$ cat src/rtl/chirp_cfg_pkg.sv
// Shared widths, configuration record and handshake FSM states for the
// chirp configuration transfer into the DDS domain.
package chirp_cfg_pkg;

  localparam int FREQ_W = 48;
  localparam int RATE_W = 32;

  typedef struct packed {
    logic [FREQ_W-1:0] freq;
    logic [FREQ_W-1:0] dfreq;
    logic [RATE_W-1:0] rate;
  } chirp_cfg_t;

  typedef enum logic [1:0] {
    IDLE,
    WAIT_ACK_HI,
    WAIT_ACK_LO
  } cfg_tx_state_t;

endpackage

$ cat src/rtl/chirp_cfg_tx.sv
// Source-side 4-phase REQ/ACK initiator with a one-deep pending buffer.
// Optional per-phase timeout abort is enabled with `define CFG_TIMEOUT_EN.
//
//   state       | meaning
//   ------------+-----------------------------------------------------
//   IDLE        | no transfer; launches on load or queued entry
//   WAIT_ACK_HI | REQ high, buses held, waiting for ACK to rise
//   WAIT_ACK_LO | REQ low, buses held, waiting for ACK to fall
module chirp_cfg_tx
  import chirp_cfg_pkg::*;
#(
  parameter int unsigned TIMEOUT_CYC = 1024
) (
  input  logic              clk_125,
  input  logic              reset_n,
  input  logic              load,
  input  logic [FREQ_W-1:0] freq_in,
  input  logic [FREQ_W-1:0] dfreq_in,
  input  logic [RATE_W-1:0] rate_in,
  output logic              REQ,
  input  logic              ACK,
  output logic [FREQ_W-1:0] DDS_freq,
  output logic [FREQ_W-1:0] DDS_delta_freq,
  output logic [RATE_W-1:0] DDS_delta_rate,
  output logic              busy,
  output logic              pending,
  output logic              done,
  output logic              overrun,
  output logic              err
);

  cfg_tx_state_t state;
  chirp_cfg_t    cfg_in;
  chirp_cfg_t    cfg_q;
  chirp_cfg_t    pend_q;
  logic          req_q;
  logic          busy_q;
  logic          pend_vld;
  logic          done_q;
  logic          ovr_q;

  assign cfg_in = '{freq: freq_in, dfreq: dfreq_in, rate: rate_in};

`ifdef CFG_TIMEOUT_EN
  localparam int TMO_W = $clog2(TIMEOUT_CYC + 1);

  logic [TMO_W-1:0] tmo_cnt;
  logic             tmo_hit;
  logic             err_q;
  logic             abort_q;

  // Fires on the edge where the phase counter would reach TIMEOUT_CYC.
  assign tmo_hit = (tmo_cnt == TMO_W'(TIMEOUT_CYC - 1));
  assign err     = err_q;
`else
  // Timeout logic is absent; the parameter stays for a uniform interface.
  localparam int unsigned unused_timeout_cyc = TIMEOUT_CYC;
  assign err = 1'b0;
`endif

  always_ff @(posedge clk_125 or negedge reset_n) begin
    if (!reset_n) begin
      state    <= IDLE;
      cfg_q    <= '0;
      pend_q   <= '0;
      req_q    <= 1'b0;
      busy_q   <= 1'b0;
      pend_vld <= 1'b0;
      done_q   <= 1'b0;
      ovr_q    <= 1'b0;
`ifdef CFG_TIMEOUT_EN
      tmo_cnt  <= '0;
      err_q    <= 1'b0;
      abort_q  <= 1'b0;
`endif
    end else begin
      done_q <= 1'b0;
      ovr_q  <= 1'b0;
`ifdef CFG_TIMEOUT_EN
      err_q   <= 1'b0;
      tmo_cnt <= (state == IDLE) ? '0 : tmo_cnt + 1'b1;
`endif
      case (state)
        IDLE: begin
          if (load) begin
            cfg_q    <= cfg_in;
            ovr_q    <= pend_vld;
            pend_vld <= 1'b0;
            req_q    <= 1'b1;
            busy_q   <= 1'b1;
            state    <= WAIT_ACK_HI;
`ifdef CFG_TIMEOUT_EN
            abort_q  <= 1'b0;
`endif
          end else if (pend_vld) begin
            cfg_q    <= pend_q;
            pend_vld <= 1'b0;
            req_q    <= 1'b1;
            busy_q   <= 1'b1;
            state    <= WAIT_ACK_HI;
`ifdef CFG_TIMEOUT_EN
            abort_q  <= 1'b0;
`endif
          end
        end
        WAIT_ACK_HI: begin
          if (ACK) begin
            req_q <= 1'b0;
            state <= WAIT_ACK_LO;
`ifdef CFG_TIMEOUT_EN
            tmo_cnt <= '0;
          end else if (tmo_hit) begin
            // Abort: drop REQ and still let the receiver settle ACK low.
            err_q   <= 1'b1;
            abort_q <= 1'b1;
            req_q   <= 1'b0;
            state   <= WAIT_ACK_LO;
            tmo_cnt <= '0;
`endif
          end
        end
        WAIT_ACK_LO: begin
          if (!ACK) begin
`ifdef CFG_TIMEOUT_EN
            done_q  <= !abort_q;
            tmo_cnt <= '0;
`else
            done_q  <= 1'b1;
`endif
            busy_q <= 1'b0;
            state  <= IDLE;
`ifdef CFG_TIMEOUT_EN
          end else if (tmo_hit) begin
            err_q   <= 1'b1;
            busy_q  <= 1'b0;
            state   <= IDLE;
            tmo_cnt <= '0;
`endif
          end
        end
        default: begin
          req_q  <= 1'b0;
          busy_q <= 1'b0;
          state  <= IDLE;
        end
      endcase

      // Writes during a transfer (including its completing edge) are queued.
      if (load && (state != IDLE)) begin
        pend_q   <= cfg_in;
        pend_vld <= 1'b1;
        ovr_q    <= pend_vld;
      end
    end
  end

  assign REQ            = req_q;
  assign busy           = busy_q;
  assign pending        = pend_vld;
  assign done           = done_q;
  assign overrun        = ovr_q;
  assign DDS_freq       = cfg_q.freq;
  assign DDS_delta_freq = cfg_q.dfreq;
  assign DDS_delta_rate = cfg_q.rate;

endmodule

$ cat config.mk
export PLATFORM = sky130hd
export DESIGN_NAME = chirp_cfg_tx
export DESIGN_NICKNAME = d
export VERILOG_FILES = /design/src/rtl/chirp_cfg_pkg.sv /design/src/rtl/chirp_cfg_tx.sv
export SDC_FILE = /design/constraint.sdc
export NUM_CORES = 1
export LEC_CHECK = 0
export BUFFER_PORTS_ARGS = -buffer_cell sky130_fd_sc_hd__buf_2
export CAP_MARGIN = 10
export CORE_ASPECT_RATIO = 1.1
export CORE_MARGIN = 3
export CORE_UTILIZATION = 49
export DETAILED_ROUTE_END_ITERATION = 8
export GPL_TIMING_DRIVEN = 0
export PLACE_DENSITY = 0.77
export SYNTH_ARGS = -nofsm -noshare
export SYNTH_HDL_FRONTEND = slang
export SYNTH_SLANG_ARGS = --single-unit
$ cat constraint.sdc
create_clock -name clk_125 -period 1.5 [get_ports clk_125]
set_input_delay 0.075 -clock clk_125 [delete_from_list [all_inputs] [get_ports clk_125]]
set_output_delay 0.075 -clock clk_125 [all_outputs]
set_load 0.02 [all_outputs]
==> flow_metrics.env <==
export IMPL_cts_tree="done"
export IMPL_synth_seq_area_share_pct=58.2
export IMPL_yosysWarningCount=0
export IMPL_cp_required_ns=1.90
export IMPL_grt_util_met1_pct=27.9
export IMPL_worstMarginPinSlew_ns=0.790
export IMPL_grt_max_degree=116
export IMPL_post_drt_wl_per_cell_um=21.2
export IMPL_criticalPathCategory="register to register"
export IMPL_postRouteAntennaNets=0
export IMPL_cts_buffers=27
export IMPL_endpoint_kind="register"
export IMPL_areaGrowthSynthToFinish_pct=49.9
export IMPL_fin_crit_sh_pct=112
export IMPL_rsz0062_at_grt="yes"
export IMPL_grt_pass1_vias=8395
export IMPL_synth_cells=709
export IMPL_p_per_area_mw_per_mm2=2230
export IMPL_yosysMostFrequentCell="mux2_2"
export IMPL_vias_per_cell=5.26
export IMPL_ys_top_cells_by_area="dfrtp_1 58%, mux2_2 38%, buf_4 0.93%"
export IMPL_ioPinCount=266
export IMPL_status="complete, but fails checks"
export IMPL_clock_path_buffers=3
export IMPL_wirelength_um=31400
export IMPL_grt_util_met3_pct=5.81
export IMPL_yosysTopAreaCell="dfrtp_1"
export IMPL_synthesis_area_mm2=0.0113
export IMPL_vias=7794
export IMPL_seqCellArea_mm2=0.00658
export IMPL_worstSkewPairLatency_ns=0.53
export IMPL_finalWeightedCongestion=0.732
export IMPL_fmax_mhz=595
export IMPL_fin_ws_ns=-0.180
export IMPL_io_buffers=264
export IMPL_hold_viol=0
export IMPL_globalRouteOverflowTotal=0
export IMPL_tns_ns=-24.79
export IMPL_dieArea_mm2=0.0250
export IMPL_firstDrtPassIters=4
export IMPL_ir_drop_uv=1320
export IMPL_critical_path_max_fanout=8
export IMPL_synth_top_area_share_pct=58.2
export IMPL_grt_pass1_wl_um=44300
export IMPL_arrival_ns=2.08
export IMPL_synthArstFlopShare_pct=100
export IMPL_grt_total_usage_pct=22.2
export IMPL_cts_num_sinks=263
export IMPL_min_period_ns=1.68
export IMPL_drc=0
export IMPL_critPathLaunchType="register"
export IMPL_multi_input_area_mm2=0.00518
export IMPL_slew_viol_final=0
export IMPL_core_area_mm2=0.0224
export IMPL_placed_cell_area_mm2=0.0131
export IMPL_power_uw=37900
export IMPL_finClkSkew_ns=0.00737
export IMPL_syn_area_per_cell_um2=16.0
export IMPL_clkSlewWorstSetupHoldPaths_ns=0.07
export IMPL_setup_viol=241
export IMPL_syn_num_nets=841
export IMPL_start_util_pct=50.5
export IMPL_fp_dieW_um=151
export IMPL_nets=1300
export IMPL_drive_gt1_share_pct=65.3
export IMPL_final_area_mm2=0.0170
export IMPL_synth_commonest_cells="384 x mux2_2, 263 x dfrtp_1, 20 x buf_2, 14 x buf_4, 9 x buf_6"
export IMPL_power_leakage_uw=0.00824
export IMPL_antenna_found_initial=0
export IMPL_post_dp_hpwl_um=16900
export IMPL_top_usage_layer="met2"
export IMPL_rows=57
export IMPL_fillCellCount=1281
export IMPL_met2_usage_pct=38.2
export IMPL_cts_htree_levels=1
export IMPL_violations="setup timing"
export IMPL_ys_types=17
export IMPL_synth_seq_cells=263
export IMPL_die_h_um=165
export IMPL_hold_path_class="primary input to async pin"
export IMPL_cts_root_buffer="clkbuf_16"
export IMPL_max_slew_margin_pct=47.3
export IMPL_cap_violations=0
export IMPL_detail_route_iter0_violations=266
export IMPL_synth_flop_cell="dfrtp_1"
export IMPL_synth_edff_count=0
## through the flow
stage	std cells	util [%]	setup slack [ns]	hold WS, ns
finish	1482	75.7	-0.180	0.0367
global route	1481	75.7	-0.222	0.0817
CTS	1459	70.8	-0.122	0.0469
detailed placement	1270	58.4	-0.504	0.0133
global placement	1268	58.1	-4.48	0.282
floorplan	709	-	-0.0371	-0.221
## final timing paths
path	slack, ns	end	depth (start not counted)	from
max	-0.18	DDS_delta_freq[9]	6	state[0]
min	0.04	pend_q[77]	2	reset_n
max reg2reg	-0.18	DDS_delta_freq[9]	6	state[0]
min reg2reg	0.49	busy	1	busy
max in group asynchronous	0.52	pend_q[34]	3	reset_n
min in group clk_125	0.25	pend_q[3]	5	load
## cell families (layout without fill, tap and decap cells)
logic type | after synthesis | after routing | share of synthesized area [%]
flip-flops | 263 | 263 | 58.2
AO/OA/AOI/OAI | 6 | 6 | 0.332
XOR/XNOR | 1 | 1 | 0.0774
multiplexers | 384 | 384 | 38.2
AND/OR/NAND/NOR | 8 | 8 | 0.376
other | 1 | 2 | 0.0331
buffers and inverters | 46 | 523 | 2.81
## metal layers
layer | wire (um) | part of all wire [%] | vias up
li1 | - | - | 3455
met1 | 12900 | 41 | 4034
met2 | 15700 | 50 | 243
met3 | 2040 | 6.5 | 62
met4 | 746 | 2.4 | 0
met5 | 0 | 0 | -
## layout by cell type, fill, tap and decap left out
cell type / instances
clkbuf_1: 3
buf_4: 6
a21o_1: 2
clkbuf_8: 8
nor2_2: 1
buf_12: 26
nor3b_1: 1
mux2_4: 199
o21ai_4: 1
buf_1: 1
clkbuf_16: 42
xnor2_1: 1
nor3_4: 1
nor2_1: 4
o21ai_0: 2
and2_1: 1
o21a_1: 1
mux2_2: 185
dlygate4sd3_1: 131
conb_1: 1
clkinv_2: 9
buf_2: 275
dfrtp_1: 263
buf_8: 2
diode_2: 1
buf_16: 5
bufinv_16: 1
inv_1: 1
buf_6: 13
## repair_timing
| item | in CTS | in global routing |
|---|---|---|
| resized for setup | 118 | 181 |
| hold buffers | 131 | 0 |
| cloned | 4 | 15 |
| hold endpoints to repair | 524 | 0 |
| setup endpoints to repair | 251 | 259 |
| pin swaps | 2 | 1 |
| buffers inserted | 7 | 9 |
## worst max-delay path, cell delays in order (launching register included)
cell	delay, ns
dfrtp_1	0.38
buf_6	0.14
nor3_4	0.25
buf_6	0.15
buf_16	0.16
clkbuf_16	0.17
mux2_4	0.30
## where the power goes
part,switching [uW],internal [uW],total (uW),leakage [uW]
combinational,7710,10700,18400,0.00471
clock,2790,3840,6630,0.000442
sequential,2070,10800,12900,0.00309
## area by class of cell
class | instances | share of cell area [%]
buffer | 43 | 3.41
timing repair buffer | 432 | 19.9
multi-input combinational | 400 | 30.6
clock buffer | 37 | 4.68
antenna | 1 | 0.0148
sequential | 263 | 38.8
clock inverter | 10 | 0.443
inverter | 1 | 0.0221
tap | 295 | 2.18
## flip-flops by register name, indices dropped and copies added, names as in the netlist, 2 cells and up
name and count:
state 2, DDS_freq 48, DDS_delta_freq 48, DDS_delta_rate 32, pend_q 128
Power figures use the tool's default switching activity.
